`src/rtl/serial_tx.sv`:
```
// serial_tx: frames a WIDTH-bit word (start, LSB-first data, stop) onto tx.
// Define SERIAL_TX_PARITY_EN to insert an even-parity bit before the stop bit.
module serial_tx #(
    parameter int WIDTH = 4
) (
    input  logic             clk,
    input  logic             reset,
    input  logic             enabled,
    input  logic             load,
    input  logic [WIDTH-1:0] data_in,
    output logic             tx,
    output logic             busy,
    output logic             done
);

    localparam int CW = (WIDTH > 1) ? $clog2(WIDTH) : 1;
    localparam logic [CW-1:0] LAST = CW'(WIDTH - 1);

    typedef enum logic [2:0] {
        IDLE  = 3'd0,
        START = 3'd1,
        DATA  = 3'd2,
        PAR   = 3'd3,
        STOP  = 3'd4
    } state_t;

    state_t           state;
    logic [WIDTH-1:0] sh;
    logic [WIDTH-1:0] sh_nxt;
    logic [CW-1:0]    cnt;

`ifdef SERIAL_TX_PARITY_EN
    logic par;
`endif

    // tx is registered, so each DATA edge drives the bit the shift exposes
    assign sh_nxt = sh >> 1;

    always_ff @(posedge clk) begin
        if (!reset) begin
            state <= IDLE;
            sh    <= '0;
            cnt   <= '0;
            tx    <= 1'b1;
            busy  <= 1'b0;
            done  <= 1'b0;
`ifdef SERIAL_TX_PARITY_EN
            par   <= 1'b0;
`endif
        end else if (enabled) begin
            done <= 1'b0;
            unique case (state)
                IDLE: begin
                    if (load) begin
                        state <= START;
                        sh    <= data_in;
                        cnt   <= '0;
                        tx    <= 1'b0;
                        busy  <= 1'b1;
`ifdef SERIAL_TX_PARITY_EN
                        par   <= ^data_in;
`endif
                    end
                end
                START: begin
                    state <= DATA;
                    tx    <= sh[0];
                end
                DATA: begin
                    sh  <= sh_nxt;
                    cnt <= cnt + 1'b1;
                    if (cnt == LAST) begin
`ifdef SERIAL_TX_PARITY_EN
                        state <= PAR;
                        tx    <= par;
`else
                        state <= STOP;
                        tx    <= 1'b1;
`endif
                    end else begin
                        tx <= sh_nxt[0];
                    end
                end
`ifdef SERIAL_TX_PARITY_EN
                PAR: begin
                    state <= STOP;
                    tx    <= 1'b1;
                end
`endif
                STOP: begin
                    state <= IDLE;
                    tx    <= 1'b1;
                    busy  <= 1'b0;
                    done  <= 1'b1;
                end
                default: begin
                    state <= IDLE;
                    tx    <= 1'b1;
                    busy  <= 1'b0;
                end
            endcase
        end
    end

endmodule

```
`config.mk`:
```
export PLATFORM = sky130hd
export DESIGN_NAME = serial_tx
export DESIGN_NICKNAME = d
export VERILOG_FILES = /design/src/rtl/serial_tx.sv
export SDC_FILE = /design/constraint.sdc
export NUM_CORES = 1
export LEC_CHECK = 0
export ABC_AREA = 1
export CORE_AREA = 2 2 39 41
export CTS_BUF_LIST = sky130_fd_sc_hd__clkbuf_8 sky130_fd_sc_hd__clkbuf_16
export CTS_CLUSTER_DIAMETER = 200
export DETAILED_ROUTE_END_ITERATION = 10
export DIE_AREA = 0 0 41 43
export HOLD_SLACK_MARGIN = 0.12
export PLACE_DENSITY_LB_ADDON = 0.3
export SLEW_MARGIN = 0
export SYNTH_ARGS = -nofsm -noshare
export SYNTH_HDL_FRONTEND = slang
export SYNTH_SLANG_ARGS = --single-unit
```
`constraint.sdc`:
```
create_clock -name clk -period 1.5 [get_ports clk]
set_input_delay 0.3 -clock clk [delete_from_list [all_inputs] [get_ports clk]]
set_output_delay 0.3 -clock clk [all_outputs]
set_load 0.05 [all_outputs]
```
**Yosys cells after proc, flatten, opt, wreduce, memory -nomap -nowiden**

Index checks and enable logic that the tools add are counted.

- Memories: 0
- Register bits after elaboration: 12
- Latch bits: 0
- Word-level logic and storage cells: 34
- Memory bits (writable): 0
- ROM bits: 0

- Bitwise operators: 1
- Shift operators: 0
- Equality and inequality tests: 6
- $lt $le $gt $ge: 0
- Reductions and logical operators: 7
- $add $sub $neg: 1
- Multiply operators: 0
- Mux-type cells: 13
- Div/mod/pow operators: 0

Operators with widths:

| kind | number |
|---|---|
| case mux 3 bit (3 select lines) | 1 |
| AND reduction 3 bit | 3 |
| case mux 4 bit (2 select lines) | 1 |
| two-way mux 3 bit | 2 |
| two-way mux 1 bit | 4 |
| two-way mux 4 bit | 1 |
| inequality test 2 bit, second input constant | 2 |
| case mux 2 bit (2 select lines) | 1 |
| equality test 3 x 1 -> 1 bit, second input constant | 1 |
| equality test 3 x 2 -> 1 bit, second input constant | 1 |
| equality test 3 bit, second input constant | 1 |
| logical NOT 3 bit | 1 |
| case mux 1 bit (3 select lines) | 1 |
| adder 2 x 1 -> 2 bit, second input constant | 1 |
| equality test 2 bit, second input constant | 1 |
| two-way mux 2 bit | 1 |
| case mux 1 bit (2 select lines) | 1 |
| AND reduction 2 bit | 1 |
| nonzero test 2 bit | 1 |
| OR reduction 2 bit | 1 |
| NOT 1 bit | 1 |

**Logic depth before layout (Yosys ltp)**

- Word-level depth: 4
- Mapped depth: 8
- Mapped depth without buffers: 7

**Worst setup path after synthesis**

Ideal clock, no wire load.

- Path kind: register to register
- From: register state[0]
- To: register sh[0]
- Data required time: 1387 ps
- Setup time: 113 ps
- Slack: 439 ps
- Arrival time: 948 ps
- Buffers on the path: 0
- Cell stages (with the launch flop): 6
- Clock period less this slack: 1061 ps
- Path through: dfxtp_1 -> nand3b_1 -> nor2_1 -> nor2_4 -> nor2_1 -> nor2_1

- Word-level cells in the longest chain between the ends: 3
- Elaborated cells between the ends (all ways): 6

RTL lines:

| what | RTL line | RTL |
|---|---|---|
| start, declared | 27 | `state_t state;` |
| start signal, assigned | 41 | `state <= IDLE;` |
| start signal, assigned | 55 | `state <= START;` |
| start signal, assigned | 66 | `state <= DATA;` |
| equality test 3 x 2 -> 1 bit or logical NOT 3 bit (tied branches) | 52 | `unique case (state)` |
| nonzero test 2 bit (no line) or inequality test 2 bit (tied branches) | -- |  |
| AND reduction 3 bit (no line) | -- |  |
| end signal, assigned | 56 | `sh <= data_in;` |
| end signal, assigned | 70 | `sh <= sh_nxt;` |
| end, declared | 28 | `logic [WIDTH-1:0] sh;` |

Several ways; a longest one is shown, not always the timed one.
A chain may end at the register's enable or synchronous reset.

**Worst setup path after layout**

- From: input enabled
- To: register sh[2]

- Word-level cells in the longest chain between the ends: 1

RTL lines:

| what | RTL line | RTL |
|---|---|---|
| start, declared | 8 | `input logic enabled,` |
| AND reduction 3 bit (no line) | -- |  |

No other way between the ends.

==> impl_metrics.ini <==
[yosys]
synth_xor_area_share_pct = 0
synth.area.mux_share_pct = 0
synth_top_family_by_area = simple AND/OR/NAND/NOR gates
async_flop_share_pct = 0
synthSimpleGateAreaFrac_pct = 37.9
syn_avg_cell_area_um2 = 6.70
synthDistinctLibCells = 13
post-synth-top-area-fraction_pct = 38.9
synth_enable_flop_cells = 0
yosysSeqAreaShare_pct = 38.9
yosysWarnings = 0
synth_nets = 101
synth.cell_area_um2 = 617
synth_compound_area_share_pct = 11.4
synthCells = 92
synth.top_cells.by_count = nand2_1, nor2_1, dfxtp_1
yosys.area_share.adder_pct = 2.03
synth-seq-cells = 12
yosys.area.top_type = dfxtp_1
ys_top_cells_by_area = dfxtp_1, nand2_1, nor2_1
synth-main-ff-cell = dfxtp_1
synthMostInstantiatedCell = nand2_1

[flow_run]
cap_violations = 0

[setup_path]
cp-startpoint = enabled
regToRegSetupSlack_ps = 310
critical_path.max_fanout = 8
end_kind = register
r2r_start = state[2]
start_kind = input port
crit_type = in -> reg
required_ps = 1640
crit_arrival_ps = 1460
r2r_cells = 8
regToRegEndpoint = tx

[timing]
slew_viol_final = 0
hold_viol = 0
relSlewSlack_pct = 80.7
fin_crit_sh_pct = 88.1
final-setup-viol-count = 0
max_slew.worst_pin.slew_ps = 288
rsz0062_at_grt = no
finalCriticalPeriod_ps = 1320
finClkSkew_ps = 3.53
holdWs_ps = 464
fmax_ghz = 0.757
setup_tns_ps = 0
fin_ws_ps = 178

[finish]
multi_input_area_um2 = 317
regArea_um2 = 240
n_fill_cell = 138
area_growth_pct = 31.0
stdcell_area_um2 = 808
fin_util_pct = 58.4
diodes = 0
drive_above_1_share_pct = 14.2
finalNonFillerCells = 122
fin_nets = 117

[route]
drtAntennaViolNets = 0
vias = 588
drt_iter0_markers = 16
drt-total-wl_mm = 1.18
wl_per_cell_um = 9.66
first_pass_iters = 4
drc = 0
vias_per_cell = 4.82

[floorplan]
die_area_um2 = 1760
die_w_um = 41
fp.coreArea_um2 = 1380
initial_core_util_pct = 44.6
num_rows = 14
die_h_um = 43
ios = 11

[placement]
post-place-ws_ps = -71.0
dpl.hpwl_um = 913
numPortBuffers = 10
gp_congestion = 0.757
placed_cells = 119
place_area_um2 = 767

[grt]
grt-ovfl-total = 0
top_usage_layer = met2
track_usage_pct = 17.0
grt_pass1_vias = 499
grt_pass1_wl_mm = 2.01
grt_max_degree = 9
grtUsageMet3_pct = 6.28
antenna_found_initial = 0
grt.met1_usage_pct = 21.8
grt_util_met2_pct = 23.4

[clocking]
numCtsBuffers = 3
cts_tree = done
postCtsSetupBuffers = 0
htree_levels = 1
cts-resized-gates = 0
cts_sinks = 12
cts_hold_buffers = 0
path_clk_slew_ps = 50
cts_root_buf = clkbuf_8
insertion_delay_ps = 240
cts_buffer_depth = 2

[power]
leakage_nw = 0.386
switching_share_pct = 31.5
p_per_area_nw_per_um2 = 1170
p_int_uw = 650
pwr-share-comb_pct = 28.5
finalPower_uw = 949
p_clk_share_pct = 31.0
power_frac_seq_pct = 40.5
ir_worst_vdd_uv = 590
p_switching_uw = 298

[worst_hold_path]
hold_end = sh[3]
hold_path_startpoint = sh[3]
min_path_cells = 2
hold_path_class = reg -> reg

[status]
status = finished clean
sequential cells by signal, indices dropped and copies added (netlist names):
| signal | count |
|---|---|
| tx | 1 |
| cnt | 2 |
| state | 3 |
| busy | 1 |
| done | 1 |
| sh | 4 |
cell type report:
type	instances	area share, %
clock buffers	3	5.11
inverters	10	4.64
multi-input cells	68	39.2
flip-flops and latches	12	29.7
well taps	16	2.48
repair buffers	13	18.9
power by group through the flow:
stage,clock network (mW),logic [mW],registers [mW]
floorplan,0,0.162,0.409
global placement,0,0.269,0.390
detailed placement,0,0.271,0.391
CTS,0.301,0.274,0.384
global route,0.315,0.304,0.389
finish,0.294,0.271,0.384
how the worst max path moves through the flow:
stage                     endpoint  slack, ps  cells past startpoint
after floorplan              sh[0]        440                      5
after global placement      cnt[0]        -40                      6
after detailed placement     sh[2]        -70                      6
after CTS                    sh[2]        180                      6
after global routing         sh[2]         70                      7
final                        sh[2]        180                      6
placed cells by master, fill, tap and decap left out, drive strengths merged:
| cell type | n |
|---|---|
| nand2 | 30 |
| nor2 | 19 |
| dfxtp | 12 |
| inv | 10 |
| o21ai | 8 |
| clkdlybuf4s50 | 7 |
| a21oi | 6 |
| buf | 6 |
| nand3 | 3 |
| clkbuf | 3 |
| nand3b | 1 |
| ha | 1 |
per-layer routing:
| metal | vias to the layer above | wire length, um | share of wire [%] |
|---|---|---|---|
| li1 | 314 | - | - |
| met1 | 258 | 540 | 46 |
| met2 | 14 | 567 | 48 |
| met3 | 2 | 57 | 4.8 |
| met4 | 0 | 13 | 1.1 |
| met5 | - | 0 | 0 |
kinds of logic after synthesis:
| family | after synthesis |
|---|---|
| compound gates | 14 |
| fa+ha+maj | 1 |
| buf+inv | 12 |
| flops | 12 |
| simple gates | 53 |
critical path, stage by stage:
cell	delay (ps)
clkdlybuf4s50_1	560
inv_1	80
nor2_1	260
nor2_4	90
nor2_1	110
nor2_1	50
Note: power is estimated with default switching activity, not from simulation.
